**config.mk**
```make
export PLATFORM = sky130hd
export DESIGN_NAME = i_type_sequencer
export DESIGN_NICKNAME = d
export VERILOG_FILES = /design/src/rtl/i_type_sequencer.sv
export SDC_FILE = /design/constraint.sdc
export NUM_CORES = 2
export LEC_CHECK = 0
export CAP_MARGIN = 20
export CORE_ASPECT_RATIO = 0.9
export CORE_UTILIZATION = 53
export CTS_CLUSTER_DIAMETER = 60
export DETAILED_ROUTE_END_ITERATION = 10
export PLACE_DENSITY = 0.71
export SLEW_MARGIN = 20
export SYNTH_ARGS = -nofsm -noshare
export SYNTH_HDL_FRONTEND = slang
export SYNTH_SLANG_ARGS = --single-unit
```
**constraint.sdc**
```tcl
create_clock -name clk -period 3.8 [get_ports clk]
set_clock_uncertainty 0.2 [all_clocks]
set_input_delay 0.76 -clock clk [delete_from_list [all_inputs] [get_ports clk]]
set_output_delay 0.76 -clock clk [all_outputs]
set_load 0.005 [all_outputs]
```
**src/rtl/i_type_sequencer.sv**
```systemverilog
// RV32I OP-IMM sequencer: accepts one instruction word, presents registered operands to
// an external I-type execute unit, and writes the result back into a 32x32 register file.
module i_type_sequencer #(
  parameter int unsigned COUNT_W = 32
) (
  input  logic               clk,
  input  logic               rst,
  input  logic               instr_valid,
  output logic               instr_ready,
  input  logic [31:0]        instr_data,
  output logic [31:0]        ex_idata,
  output logic [31:0]        ex_rv1,
  output logic [31:0]        ex_imm,
  input  logic [31:0]        ex_result,
  input  logic [4:0]         dbg_addr,
  output logic [31:0]        dbg_data,
  output logic               retire,
  output logic               illegal,
  output logic [COUNT_W-1:0] retire_count
);

  typedef enum logic [1:0] {IDLE, EXEC, WB, ERR} state_e;

  state_e      state_q;
  logic [31:0] rf_q [32];
  logic        legal_d;
  logic [4:0]  rd_d;

  // Only OP-IMM; shift-immediates additionally constrain funct7.
  always_comb begin
    legal_d = 1'b0;
    if (instr_data[6:0] == 7'b0010011) begin
      unique case (instr_data[14:12])
        3'b001:  legal_d = (instr_data[31:25] == 7'b0000000);
        3'b101:  legal_d = (instr_data[31:25] == 7'b0000000) ||
                           (instr_data[31:25] == 7'b0100000);
        default: legal_d = 1'b1;
      endcase
    end
  end

  assign rd_d        = ex_idata[11:7];
  assign instr_ready = (state_q == IDLE);
  assign dbg_data    = (dbg_addr == 5'd0) ? '0 : rf_q[dbg_addr];

  always_ff @(posedge clk) begin
    if (rst) begin
      state_q      <= IDLE;
      ex_idata     <= '0;
      ex_rv1       <= '0;
      ex_imm       <= '0;
      retire       <= 1'b0;
      illegal      <= 1'b0;
      retire_count <= '0;
      for (int unsigned i = 0; i < 32; i++) rf_q[i] <= '0;
    end else begin
      retire  <= 1'b0;
      illegal <= 1'b0;
      unique case (state_q)
        IDLE: begin
          if (instr_valid) begin
            if (legal_d) begin
              // rf_q[0] is never written, so rs1==x0 reads zero without a special case.
              ex_idata <= instr_data;
              ex_rv1   <= rf_q[instr_data[19:15]];
              ex_imm   <= {{20{instr_data[31]}}, instr_data[31:20]};
              state_q  <= EXEC;
            end else begin
              illegal <= 1'b1;
              state_q <= ERR;
            end
          end
        end
        EXEC: begin
          if (rd_d != 5'd0) rf_q[rd_d] <= ex_result;
          retire       <= 1'b1;
          retire_count <= retire_count + COUNT_W'(1);
          state_q      <= WB;
        end
        WB:      state_q <= IDLE;
        ERR:     state_q <= IDLE;
        default: state_q <= IDLE;
      endcase
    end
  end

endmodule

```
==> flow_metrics.env <==
export IMPL_run_status="complete, but fails checks"
export IMPL_failed_checks="setup timing"
export IMPL_timing_fmax_mhz=260
export IMPL_tritoncts_clock_tree="yes"
export IMPL_synth_edf_count=1024
export IMPL_async_reset_ff_share_pct=0
export IMPL_worst_hold_startpoint="rst"
export IMPL_yosys_cell_types_count=44
export IMPL_tightest_pin_transition_ps=1120
export IMPL_irDropWorstVdd_mv=0.417
export IMPL_top_level_ports=235
export IMPL_gr_usage_all_layers_pct=34.8
export IMPL_timing_critical_path_required_ps=2840
export IMPL_leakage_nw=24.3
export IMPL_design_core_area_um2=108000
export IMPL_reg2reg_slack_ps=790
export IMPL_setup_viol=4
export IMPL_cts_buffers=114
export IMPL_finalHoldViolations=0
export IMPL_htreeDepth=3
export IMPL_initial_core_utilization_pct=53.7
export IMPL_post_cts_hold_buffer_count=0
export IMPL_p_seq_share_pct=48.5
export IMPL_post_route_cells_drive_above_1_share_pct=28.7
export IMPL_chipWidth_um=350
export IMPL_worst_hold_path_type="input port to flip-flop"
export IMPL_ctsRootBufferMaster="clkbuf_16"
export IMPL_remaining_drc_errors=0
export IMPL_drt_pre_antenna_iters=5
export IMPL_ant_nets=0
export IMPL_rsz0062_at_grt="true"
export IMPL_worst_hold_path_num_cells=2
export IMPL_data_arrival_time_of_the_critical_path_ps=2880
export IMPL_timing_reg2reg_worst_path_depth=4
export IMPL_synth_area_per_cell_um2=15.1
export IMPL_cts_clk_slew_worst_paths_ps=60
export IMPL_synth_ff_latch_count=1124
export IMPL_finalSetupTns_ps=-112
export IMPL_postLayoutCoreUtil_pct=63.0
export IMPL_power_share_switching_pct=23.5
export IMPL_final_nets=4152
export IMPL_finalWeightedCongestion=0.901
export IMPL_die_area_um2=110000
export IMPL_internal_power_mw=22.2
export IMPL_synthesis_yosys_warnings=0
export IMPL_route_detailed_vias_per_inst=6.71
export IMPL_fp_row_count=114
export IMPL_end_kind="output pin"
export IMPL_kind_of_critical_path="input port to output pin"
export IMPL_maximum_count_of_clock_buffers_along_a_single_path=3
export IMPL_min_to="retire"
export IMPL_n_fill_cell=7572
export IMPL_detailed_place_hpwl_mm=117
export IMPL_startpoint_type="input port"
export IMPL_drt_first_iter_violations=5793
export IMPL_grt_remaining_overflow=0
export IMPL_capture_point_of_the_worst_reg_to_reg_path="rf_q[30][0]"
export IMPL_ys_flop_type="edfxtp_1"
export IMPL_cellPowerDensity_nw_per_um2=428
export IMPL_r2r_start="ex_idata[9]"
export IMPL_slew_headroom_pct=25.1
export IMPL_via_count=37800
export IMPL_number_of_global_route_vias_before_repair=37700
export IMPL_grt_pass1_wl_mm=270
export IMPL_post_drt_wl_per_cell_um=33.9
export IMPL_die_h_um=315
export IMPL_finalCritPeriodShare_pct=101
export IMPL_synth_yosys_seq_area_share_pct=56.7
export IMPL_post_synthesis_cell_count=3825
export IMPL_wl_mm=191
export IMPL_power_frac_clock_pct=40.8
export IMPL_layout_area_overhead_vs_synth_pct=17.5
export IMPL_fin_crit_ps=3840
export IMPL_grt_max_degree=126
export IMPL_clock_sinks=1124
export IMPL_finalMaxSlewViolations=0
export IMPL_synth_area_um2=57800
export IMPL_netSwitchingPower_mw=6.82
export IMPL_final_critical_path_setup_slack_ps=-43.8
export IMPL_portBuffers=234
export IMPL_clock_latency_of_the_later_clocked_register_in_the_worst_skew_pair_ps=700
export IMPL_share_of_power_burned_in_combinational_logic_pct=10.8
export IMPL_timing_max_cap_violations=0
export IMPL_antenna_found_initial=13
export IMPL_critical_path_peak_fanout=10
power groups by stage:
| stage | clock [mW] | sequential, mW | combinational (mW) |
|---|---|---|---|
| floorplan | 0 | 14.2 | 1.72 |
| global placement | 0 | 14.3 | 2.92 |
| detailed placement | 0 | 14.3 | 2.94 |
| CTS | 11.9 | 14.1 | 3.03 |
| global route | 12.3 | 14.1 | 3.21 |
| finish | 11.8 | 14.1 | 3.13 |
Yosys cell counts, types with 2 or more instances:
cell type | n | share of area, %
buf_6 | 23 | 0.45
xnor2_1 | 14 | 0.21
nor3_1 | 66 | 0.57
dfxtp_1 | 100 | 3.5
a211oi_1 | 32 | 0.42
and2_1 | 1000 | 11
a22oi_1 | 64 | 0.83
nor2_1 | 105 | 0.68
nand4_1 | 13 | 0.14
nor2b_1 | 5 | 0.054
nor4_1 | 4 | 0.043
nand3b_1 | 6 | 0.078
and4_1 | 6 | 0.091
nand3_1 | 12 | 0.10
clkbuf_1 | 283 | 1.8
buf_4 | 56 | 0.73
or3b_1 | 2 | 0.030
o21ai_1 | 32 | 0.28
inv_1 | 38 | 0.25
a21oi_1 | 42 | 0.36
o22ai_1 | 64 | 0.69
nand2_1 | 117 | 0.76
buf_1 | 23 | 0.15
or3_1 | 10 | 0.11
buf_2 | 42 | 0.36
o21ai_0 | 10 | 0.087
mux4_2 | 576 | 22
edfxtp_1 | 1024 | 53
xor2_1 | 7 | 0.11
or2_2 | 32 | 0.35
nand2b_1 | 4 | 0.043
cells by family after synthesis:
kind of cell / Yosys count / share of synthesized area [%]
xor+xnor: 21 / 0.318
flops: 1124 / 56.7
compound gates: 247 / 2.75
simple gates: 1389 / 14.0
fa+ha+maj: 1 / 0.0216
buf+inv: 465 / 3.77
mux: 577 / 22.5
other cells: 1 / 0.00649
metrics by stage:
stage	setup slack, ps	power [mW]	hold slack (ps)	cell area (um^2)	instances
CTS	-146	29.0	95.2	67600	5609
floorplan	483	15.9	253	57900	3856
global placement	-390	17.2	242	63100	5373
detailed placement	-392	17.3	244	63100	5373
finish	-43.8	29.0	130	67900	5633
global route	-65.6	29.6	119	67900	5631
routing by layer:
layer,track usage [%],routed length (um)
met5,0,32
met3,10.8,27200
met1,46.8,68600
met2,51.5,84400
met4,17.5,10600
cell usage in the layout, fill, tap and decap left out, types with 13 or more instances in the layout:
master,count
a211oi_1,32
a21oi_1,42
a22oi_1,64
and2_1,999
buf_12,77
buf_16,14
buf_4,203
bufinv_16,17
clkbuf_1,21
clkbuf_16,119
clkdlybuf4s50_1,185
clkinv_1,23
clkinv_2,17
conb_1,32
dfxtp_1,100
edfxtp_1,1024
inv_2,18
mux4_2,576
nand2_1,109
nand4_1,13
nor2_1,73
nor2_4,28
nor3_1,66
o21ai_1,14
o22ai_1,64
or2_2,32
xnor2_1,14
critical path, stage by stage:
cell and delay (ps):
bufbuf_16 270, buf_16 150, buf_4 130, buf_4 120, mux4_2 490, mux4_2 510, inv_4 110, o21ai_4 100
clkdlybuf4s15_1 220
sequential cells by signal (all words and copies together) (netlist names):
name          flops
ex_idata         32
ex_rv1           32
illegal           1
retire            1
retire_count     32
rf_q           1024
state_q           2
final cells by class:
class	count	area, um^2	area share, %
Timing Repair Buffer	534	5860	8.63
Clock buffer	149	3150	4.64
Inverter	38	163	0.240
Antenna cell	6	15.0	0.0221
Sequential cell	1124	32800	48.2
Tap cell	1450	1810	2.67
Clock inverter	65	749	1.10
Multi-Input combinational cell	2267	23400	34.4
how the worst max path moves through the flow:
stage,startpoint,end,cells past startpoint
after global routing,dbg_addr[0],dbg_data[18],10
after floorplan,dbg_addr[1],dbg_data[10],7
after global placement,dbg_addr[0],dbg_data[3],8
after CTS,dbg_addr[0],dbg_data[25],8
after detailed placement,dbg_addr[0],dbg_data[3],8
final,dbg_addr[0],dbg_data[19],9
repair_timing:
item | 4_1_cts | 5_1_grt
setup endpoints to repair | 32 | 26
buffers inserted | 15 | 16
cloned | 7 | 2
resized for setup | 111 | 57
Note: power is estimated with default switching activity, not from simulation.
